`src/rtl/systolic_feed_ctrl_if.sv`:
```
// Command, operand-buffer read and array-edge signals of the systolic feed sequencer.
// master = sequencer side, slave = command issuer / buffers / array side.
interface systolic_feed_ctrl_if #(
  parameter int ROWS = 8,
  parameter int COLS = 8,
  parameter int DW   = 8,
  parameter int KW   = 16,
  parameter int AW   = 10
);
  logic                 start;
  logic [KW-1:0]        k_len;
  logic [AW-1:0]        base_w;
  logic [AW-1:0]        base_a;
  logic                 busy;
  logic                 done;
  logic                 w_rd_en;
  logic [AW-1:0]        w_rd_addr;
  logic [COLS*DW-1:0]   w_rd_data;
  logic                 a_rd_en;
  logic [AW-1:0]        a_rd_addr;
  logic [ROWS*DW-1:0]   a_rd_data;
  logic                 arr_fire;
  logic [COLS*DW-1:0]   arr_w;
  logic [ROWS*DW-1:0]   arr_a;

  modport master (
    input  start, k_len, base_w, base_a, w_rd_data, a_rd_data,
    output busy, done, w_rd_en, w_rd_addr, a_rd_en, a_rd_addr, arr_fire, arr_w, arr_a
  );

  modport slave (
    output start, k_len, base_w, base_a, w_rd_data, a_rd_data,
    input  busy, done, w_rd_en, w_rd_addr, a_rd_en, a_rd_addr, arr_fire, arr_w, arr_a
  );
endinterface

```
`src/rtl/systolic_feed_ctrl.sv`:
```
// Streams a K-deep operand tile into a ROWS x COLS systolic array with per-lane skew.
// Optional busy-cycle counter on perf_cycles is enabled by defining SYSTOLA_PERF_CNT_EN.
module systolic_feed_ctrl #(
  parameter int ROWS  = 8,
  parameter int COLS  = 8,
  parameter int DW    = 8,
  parameter int KW    = 16,
  parameter int AW    = 10,
  parameter int DRAIN = 2
) (
  input  logic                 clk,
  input  logic                 rst,
  systolic_feed_ctrl_if.master bus,
  output logic [31:0]          perf_cycles
);

  localparam int FLEN = ROWS + COLS + DRAIN;
  localparam int FW   = $clog2(FLEN + 1);
  localparam int CW   = (KW > FW) ? KW : FW;
  localparam logic [CW-1:0] ONE   = CW'(1);
  localparam logic [CW-1:0] FLOAD = CW'(FLEN - 1);

  typedef enum logic [1:0] {IDLE, FETCH, FLUSH, DONE} state_t;

  state_t        state, nxt;
  logic [CW-1:0] cnt, cnt_nxt;
  logic          cap_valid;

  // One counter serves both phases: remaining reads in FETCH, remaining drain in FLUSH.
  always_comb begin
    nxt     = state;
    cnt_nxt = cnt;
    unique case (state)
      IDLE: begin
        if (bus.start) begin
          if (bus.k_len != '0) begin
            nxt     = FETCH;
            cnt_nxt = CW'(bus.k_len) - ONE;
          end else begin
            nxt = DONE;
          end
        end
      end
      FETCH: begin
        if (cnt == '0) begin
          nxt     = FLUSH;
          cnt_nxt = FLOAD;
        end else begin
          cnt_nxt = cnt - ONE;
        end
      end
      FLUSH: begin
        if (cnt == '0) nxt = DONE;
        else           cnt_nxt = cnt - ONE;
      end
      DONE: nxt = IDLE;
      default: nxt = IDLE;
    endcase
  end

  // Control outputs are registered from the next state so they line up with the state register.
  always_ff @(posedge clk) begin
    if (rst) begin
      state         <= IDLE;
      cnt           <= '0;
      bus.busy      <= 1'b0;
      bus.done      <= 1'b0;
      bus.w_rd_en   <= 1'b0;
      bus.a_rd_en   <= 1'b0;
      bus.w_rd_addr <= '0;
      bus.a_rd_addr <= '0;
      cap_valid     <= 1'b0;
      bus.arr_fire  <= 1'b0;
    end else begin
      state        <= nxt;
      cnt          <= cnt_nxt;
      bus.busy     <= (nxt != IDLE);
      bus.done     <= (nxt == DONE);
      bus.w_rd_en  <= (nxt == FETCH);
      bus.a_rd_en  <= (nxt == FETCH);
      cap_valid    <= bus.w_rd_en;
      bus.arr_fire <= cap_valid;
      if (state == IDLE && bus.start) begin
        bus.w_rd_addr <= bus.base_w;
        bus.a_rd_addr <= bus.base_a;
      end else if (state == FETCH && nxt == FETCH) begin
        bus.w_rd_addr <= bus.w_rd_addr + AW'(1);
        bus.a_rd_addr <= bus.a_rd_addr + AW'(1);
      end
    end
  end

  // Lane c is delayed by a c+1 deep register chain; invalid slots enter as zero.
  for (genvar c = 0; c < COLS; c++) begin : g_wlane
    localparam int unsigned DEPTH = c + 1;
    logic [DW-1:0] chain [DEPTH];
    always_ff @(posedge clk) begin
      if (rst) begin
        for (int unsigned j = 0; j < DEPTH; j++) chain[j] <= '0;
      end else begin
        chain[0] <= cap_valid ? bus.w_rd_data[c*DW +: DW] : '0;
        for (int unsigned j = 1; j < DEPTH; j++) chain[j] <= chain[j-1];
      end
    end
    assign bus.arr_w[c*DW +: DW] = chain[DEPTH-1];
  end

  for (genvar r = 0; r < ROWS; r++) begin : g_alane
    localparam int unsigned DEPTH = r + 1;
    logic [DW-1:0] chain [DEPTH];
    always_ff @(posedge clk) begin
      if (rst) begin
        for (int unsigned j = 0; j < DEPTH; j++) chain[j] <= '0;
      end else begin
        chain[0] <= cap_valid ? bus.a_rd_data[r*DW +: DW] : '0;
        for (int unsigned j = 1; j < DEPTH; j++) chain[j] <= chain[j-1];
      end
    end
    assign bus.arr_a[r*DW +: DW] = chain[DEPTH-1];
  end

`ifdef SYSTOLA_PERF_CNT_EN
  always_ff @(posedge clk) begin
    if (rst)                                perf_cycles <= '0;
    else if (bus.busy && perf_cycles != '1) perf_cycles <= perf_cycles + 32'd1;
  end
`else
  assign perf_cycles = '0;
`endif

endmodule

```
`src/flat_wrapper.sv`:
```
// flat-port wrapper written by rule: the top's interface ports become plain ports
module systolic_feed_ctrl_flat 
#(
  parameter int ROWS  = 8,
  parameter int COLS  = 8,
  parameter int DW    = 8,
  parameter int KW    = 16,
  parameter int AW    = 10,
  parameter int DRAIN = 2
)
  (clk, rst, perf_cycles, bus_start, bus_k_len, bus_base_w, bus_base_a, bus_w_rd_data, bus_a_rd_data, bus_busy, bus_done, bus_w_rd_en, bus_w_rd_addr, bus_a_rd_en, bus_a_rd_addr, bus_arr_fire, bus_arr_w, bus_arr_a);
  systolic_feed_ctrl_if #(.ROWS(ROWS), .COLS(COLS), .DW(DW), .KW(KW), .AW(AW)) bus_i ();
  input  logic clk;
  input  logic rst;
  output logic [31:0] perf_cycles;
  input wire logic [$bits(bus_i.start)-1:0] bus_start;
  input wire logic [$bits(bus_i.k_len)-1:0] bus_k_len;
  input wire logic [$bits(bus_i.base_w)-1:0] bus_base_w;
  input wire logic [$bits(bus_i.base_a)-1:0] bus_base_a;
  input wire logic [$bits(bus_i.w_rd_data)-1:0] bus_w_rd_data;
  input wire logic [$bits(bus_i.a_rd_data)-1:0] bus_a_rd_data;
  output wire logic [$bits(bus_i.busy)-1:0] bus_busy;
  output wire logic [$bits(bus_i.done)-1:0] bus_done;
  output wire logic [$bits(bus_i.w_rd_en)-1:0] bus_w_rd_en;
  output wire logic [$bits(bus_i.w_rd_addr)-1:0] bus_w_rd_addr;
  output wire logic [$bits(bus_i.a_rd_en)-1:0] bus_a_rd_en;
  output wire logic [$bits(bus_i.a_rd_addr)-1:0] bus_a_rd_addr;
  output wire logic [$bits(bus_i.arr_fire)-1:0] bus_arr_fire;
  output wire logic [$bits(bus_i.arr_w)-1:0] bus_arr_w;
  output wire logic [$bits(bus_i.arr_a)-1:0] bus_arr_a;
  assign bus_i.start = bus_start;
  assign bus_i.k_len = bus_k_len;
  assign bus_i.base_w = bus_base_w;
  assign bus_i.base_a = bus_base_a;
  assign bus_i.w_rd_data = bus_w_rd_data;
  assign bus_i.a_rd_data = bus_a_rd_data;
  assign bus_busy = bus_i.busy;
  assign bus_done = bus_i.done;
  assign bus_w_rd_en = bus_i.w_rd_en;
  assign bus_w_rd_addr = bus_i.w_rd_addr;
  assign bus_a_rd_en = bus_i.a_rd_en;
  assign bus_a_rd_addr = bus_i.a_rd_addr;
  assign bus_arr_fire = bus_i.arr_fire;
  assign bus_arr_w = bus_i.arr_w;
  assign bus_arr_a = bus_i.arr_a;
  systolic_feed_ctrl #(.ROWS(ROWS), .COLS(COLS), .DW(DW), .KW(KW), .AW(AW), .DRAIN(DRAIN)) u_core (.clk(clk), .rst(rst), .bus(bus_i), .perf_cycles(perf_cycles));
endmodule
```
`config.mk`:
```
export PLATFORM = sky130hd
export DESIGN_NAME = systolic_feed_ctrl_flat
export DESIGN_NICKNAME = d
export VERILOG_FILES = /design/src/rtl/systolic_feed_ctrl_if.sv /design/src/rtl/systolic_feed_ctrl.sv /design/src/flat_wrapper.sv
export SDC_FILE = /design/constraint.sdc
export NUM_CORES = 1
export LEC_CHECK = 0
export ABC_AREA = 1
export CAP_MARGIN = 20
export CORE_MARGIN = 5
export CORE_UTILIZATION = 40
export CTS_CLUSTER_DIAMETER = 100
export DETAILED_ROUTE_END_ITERATION = 6
export GPL_TIMING_DRIVEN = 0
export SYNTH_ARGS = -nofsm -noshare
export SYNTH_HDL_FRONTEND = slang
export SYNTH_SLANG_ARGS = --single-unit
```
`constraint.sdc`:
```
create_clock -name clk -period 2.45 [get_ports clk]
set_clock_uncertainty 0.15 [all_clocks]
set_input_delay 0.3675 -clock clk [delete_from_list [all_inputs] [get_ports clk]]
set_output_delay 0.3675 -clock clk [all_outputs]
set_load 0.005 [all_outputs]
```
# After elaboration in Yosys (flattened, before gate mapping)
# Memories as Yosys holds them, arrays and structs flattened.
# Cells that the tools add are included.
[classes]
n_bitwise = 70
n_eq_ne = 8
add_sub_neg = 4
n_reduce_logical = 11
muxes = 107
[op_table]
columns = ["op", "n"]
rows = [
  ["$mux W8", 88],
  ["$or A1 B1 Y1", 70],
  ["$mux W16", 4],
  ["$pmux W16 S3", 1],
  ["$mux W10", 4],
  ["$sub A16 B1 Y16 const B", 2],
  ["$add A10 B1 Y10 const B", 2],
  ["$logic_not A16 Y1", 1],
  ["$reduce_bool A16 Y1", 1],
  ["$reduce_or A8 Y1", 2],
  ["$mux W2", 4],
  ["$pmux W2 S4", 1],
  ["$eq A2 B2 Y1 const B", 3],
  ["$mux W1", 5],
  ["$eq A2 B1 Y1 const B", 2],
  ["$ne A2 B2 Y1 const B", 2],
  ["$reduce_and A4 Y1", 1],
  ["$reduce_bool A2 Y1", 2],
  ["$reduce_bool A3 Y1", 1],
  ["$logic_and A1 B1 Y1", 2],
  ["$logic_not A2 Y1", 1],
  ["$ne A2 B1 Y1 const B", 1],
]
[totals]
n_memories = 16
input_bits = 167
ram_bits = 576
elab_cells = 225
out_inout_bits = 185
reg_bits = 43
[memory_table]
columns = ["name", "depth", "word_bits", "rd", "rd_clocked_by_memory_dff", "write_ports", "line", "source"]
rows = [
  ["u_core.g_alane[7].chain", 8, 8, 8, 0, 8, "systolic_feed_ctrl.sv:110", "logic [DW-1:0] chain [DEPTH];"],
  ["u_core.g_wlane[7].chain", 8, 8, 8, 0, 8, "systolic_feed_ctrl.sv:96", "logic [DW-1:0] chain [DEPTH];"],
  ["u_core.g_alane[6].chain", 7, 8, 7, 0, 7, "systolic_feed_ctrl.sv:110", ""],
  ["u_core.g_wlane[6].chain", 7, 8, 7, 0, 7, "systolic_feed_ctrl.sv:96", ""],
  ["u_core.g_alane[5].chain", 6, 8, 6, 0, 6, "systolic_feed_ctrl.sv:110", ""],
  ["u_core.g_wlane[5].chain", 6, 8, 6, 0, 6, "systolic_feed_ctrl.sv:96", ""],
  ["10 more memories", "-", "-", "-", "-", "-", "-", ""],
]

# Depth between registers and ports, before layout
[logic_depth]
word_depth = 8
depth_mapped = 14
mapped_depth_nobuf = 13

# Worst setup path after synthesis
# No wires, ideal clock.
[synth_timing]
path_kind = "flip-flop to flip-flop"
start = "reg u_core.state[0]"
end = "reg u_core.bus.a_rd_addr[1]"
path_stages_with_launch = 14
synth_period_minus_slack_ps = 1805
path_slack_ps = 645
path_buffers = 1
setup_time_ps = 114
t_arrival_ps = 1541
required_ps = 2186
cell_sequence = "dfxtp_1 inv_1 ha_1 nand2_1 inv_1 nor2_1 o21ai_2 nand2_2 nor2_2 nand2_2 buf_6 nand3_2 nand2_1 nor2_2"
[synth_between]
elab_chain_cells = 5
word_cells_on_any_way = 13
cone_classes = "4 x eq/ne; 5 x mux; 4 x reduce/logical"
[synth_rtl]
columns = ["item", "line", "source"]
rows = [
  ["start: declaration", "systolic_feed_ctrl.sv:25", "state_t state, nxt;"],
  ["start signal: assignment", "systolic_feed_ctrl.sv:75", "state <= nxt;"],
  ["$eq A2 B2 Y1 (tied with other cells)", "systolic_feed_ctrl.sv:33", "unique case (state)"],
  ["$pmux W2 S4", "systolic_feed_ctrl.sv:33", ""],
  ["$eq A2 B1 Y1", "systolic_feed_ctrl.sv:86", "end else if (state == FETCH && nxt == FETCH) begin"],
  ["$logic_and A1 B1 Y1", "systolic_feed_ctrl.sv:86", ""],
  ["$reduce_bool A2 Y1 (no line)", "-", ""],
  ["end signal: assignment", "systolic_feed_ctrl.sv:85", "bus.a_rd_addr <= bus.base_a;"],
  ["end signal: assignment", "systolic_feed_ctrl.sv:88", "bus.a_rd_addr <= bus.a_rd_addr + AW'(1);"],
  ["end: declaration", "systolic_feed_ctrl_if.sv:28", "output busy, done, w_rd_en, w_rd_addr, a_rd_en, a_rd_addr, arr_fire, arr_w, arr_a"],
]
# Parallel ways exist; a longest one is shown, timed or not.
# A chain may end at the register's enable or synchronous reset.

# Worst setup path in the final report
[layout_timing]
start = "reg u_core.state[0]"
end = "reg u_core.bus.a_rd_addr[6]"
# The elaborated chain is that of the path after synthesis.

==> metrics.cfg <==
[outcome]
run_status = finished, final reports clean

[clock_tree]
clock-root-buffer = sky130_fd_sc_hd__clkbuf_16
clock_sink_count = 619
htreeDepth = 3
cts_post_setup_buffers_inserted = 0
clkSlewWorstSetupHoldPaths_ns = 0.06
holdBufCountCts = 0
clock_tree.buffer_depth = 3
clkLatencyLatePin_ns = 0.58
cts_bufs_inserted = 67
post_cts_resize_count = 0
cts_tree = yes

[synth]
synth_top_area_cell = sky130_fd_sc_hd__dfxtp_1
syn_avg_cell_area_um2 = 8.32
synth.top_cells.by_count = 651 x sky130_fd_sc_hd__inv_1, 651 x sky130_fd_sc_hd__nor2_1, 619 x sky130_fd_sc_hd__dfxtp_1, 137 x sky130_fd_sc_hd__buf_4, 110 x sky130_fd_sc_hd__nand2_1
netlist_area_um2 = 20500
synth-main-ff-cell = sky130_fd_sc_hd__dfxtp_1
synth-seq-cells = 619
synth_edf_count = 0
synth_sequential_area_ratio_pct = 60.5
syn_inst_count = 2460
synth-warning-count = 0
synthDistinctLibCells = 33
ys_async_sr_fraction_pct = 0
synth.top_cells.by_area = sky130_fd_sc_hd__dfxtp_1 61%, sky130_fd_sc_hd__inv_1 12%, sky130_fd_sc_hd__nor2_1 12%, sky130_fd_sc_hd__buf_4 5.0%, sky130_fd_sc_hd__nand2_1 2.0%
synth_top_area_share_pct = 60.5

[layout]
layout-drive-gt1-share_pct = 11.0
flow.area_growth_from_synthesis_pct = 31.6
number_of_nets_in_the_layout = 3055
post-route-cell-area_um2 = 26900

[sta]
maxSlewViolCount = 0
fmax_ghz = 0.455
worst_slack_ns = 0.252
slew_headroom_pct = 29.5
holdWs_ns = 0.159
fin_crit_ns = 2.20
final_min_period_over_clock_period_pct = 89.7
grt_setup_unrepaired = false
final_hold_viol_count = 0
setup_viol = 0
slew_worst_pin_ns = 1.06

[die]
start_util_pct = 40.1
rows = 83
core_region_area_um2 = 51000
die_h_um = 236
top_level_ports = 352
fp.dieW_um = 236
die-area_um2 = 55800

[drt]
detail_route.wl_per_cell_um = 11.6
drt.antenna.violating_nets = 0
first_iter_violations = 583
post-route-drc-count = 0
dr_total_vias = 14044
finalWirelength_um = 42100
drt_pre_antenna_iters = 5
vias_per_instance = 3.88

[pwr]
power.share.combinational_pct = 13.5
pwr_density_cell_nw_per_um2 = 897
clock_power_share_pct = 41.8
sequentialPowerShare_pct = 44.7
cellLeakagePower_uw = 0.0116
proportion_of_total_power_due_to_net_switching_pct = 25.3
power.internal_uw = 18000
total_power_uw = 24200
total_switching_power_uw = 6110
peak_ir_drop_on_the_vdd_network_mv = 0.428

[critical_path]
delay_of_the_slowest_cell_on_the_worst_path_ns = 0.33
worst_setup_path_startpoint = u_core.state[0]
endpoint_kind = flip-flop
timing_worst_setup_path_type = flip-flop to flip-flop
worst_ep_required_time_ns = 2.77
crit_path_max_fanout = 10
worst_ep_arrival_time_ns = 2.52
critical_path.cell_chain = inv_1 > ha_1 > nand2_1 > inv_1 > buf_2 > buf_2 > o21ai_0 > nor2_1 > nor2_2
critPathSlowestCell = sky130_fd_sc_hd__dfxtp_1
crit_path_start_kind = flip-flop
r2r_start = u_core.state[0]

[run]
drv.max_cap_violation_count = 0

[global_routing]
first_pass_grt_wire_length_um = 67800
grt_max_degree = 15
globalRouteOverflowTotal = 0
first_global_vias = 13328
groute.usage.overall_pct = 14.9
antenna_violations_before_repair = 6

[min_path]
timing.hold.worst.class = input pin to flip-flop
min-delay-start = bus_w_rd_data[4]

[placed_design]
place_hpwl_um = 31400
placed_area_um2 = 24600
gp_congestion = 0.828
post-place-ws_ns = -0.440
port_buffers = 318

[placed cells by master, fill, tap and decap left out, drive strengths merged, types with 3 or more instances in the layout]
cell           count
bufinv             3
nor3               5
conb              32
o21ai             40
buf              154
clkinv            11
xor2              21
nor2             678
clkbuf           168
inv              656
a21oi             27
nand2            116
o31ai              4
nor4               3
clkdlybuf4s50    318
ha                 9
o22ai              3
diode              4
nand3             51
dfxtp            619
[final cells by class]
| class | count | area (µm²) |
|---|---|---|
| inverters | 652 | 2450 |
| fillers | 4729 | 24100 |
| plain buffers | 219 | 1380 |
| flip-flops and latches | 619 | 12400 |
| clock inverters | 19 | 218 |
| diodes | 4 | 10.0 |
| clock buffers | 102 | 2070 |
| repair buffers | 319 | 3200 |
| well taps | 680 | 851 |
| multi-input cells | 1001 | 4370 |
[through the flow]
step,util (%),instances,TNS (ns)
3_5_place_dp,48.3,3490,-24.97
5_1_grt,52.8,3611,0
3_3_place_gp,48.3,3489,-56.70
6_report,52.8,3615,0
4_1_cts,52.8,3611,0
2_1_floorplan,-,2491,0
[final timing paths]
path | to | slack (ns) | cells past startpoint
worst min register to register | u_core.g_alane[7].chain[0][23] | 0.24 | 2
worst min-delay path | u_core.g_wlane[0].chain[0][4] | 0.16 | 3
worst max register to register | u_core.bus.a_rd_addr[6] | 0.25 | 9
worst max-delay path | u_core.bus.a_rd_addr[6] | 0.25 | 9
[critical path, delay by kind of cell (launching register included)]
kind                     cells  cell delay (ns)
flip-flops                   1             0.33
adder cells (fa/ha/maj)      1             0.27
AO/OA/AOI/OAI                1             0.15
AND/OR/NAND/NOR              3             0.45
buffers and inverters        4             0.74
[sequential cells by signal, summed over array words and instances, names as in the netlist]
signal	flops
u_core.bus.busy	1
u_core.bus.w_rd_addr	10
u_core.cap_valid	1
u_core.g_alane.chain	288
u_core.bus.done	1
u_core.cnt	16
u_core.bus.w_rd_en	1
u_core.g_wlane.chain	288
u_core.state	2
u_core.bus.a_rd_addr	10
u_core.bus.arr_fire	1
[cells by family (layout without fill, tap and decap cells)]
| group | after synthesis | after routing | synth area share, % |
|---|---|---|---|
| buf+inv | 871 | 1311 | 18.7 |
| xor+xnor | 23 | 23 | 0.984 |
| compound gates | 80 | 80 | 2.10 |
| fa+ha+maj | 9 | 9 | 0.550 |
| other cells | 1 | 36 | 0.0183 |
| simple gates | 857 | 857 | 17.1 |
| flops | 619 | 619 | 60.5 |
[power groups by stage]
stage / registers, µW / clock network [µW] / logic (µW)
after floorplan: 10900 / 0 / 2110
after global placement: 11000 / 0 / 3210
after detailed placement: 11000 / 0 / 3280
after CTS: 10800 / 10400 / 3290
after global routing: 10800 / 10900 / 3680
final: 10800 / 10100 / 3270
[metal layers]
layer	vias to the layer above	GRT usage (%)	wire length [µm]
li1	7578	-	-
met1	6047	17.0	17300
met2	336	25.4	20000
met3	79	5.88	3570
met4	4	5.56	1100
met5	-	0	26
(Power assumes the default switching activity.)
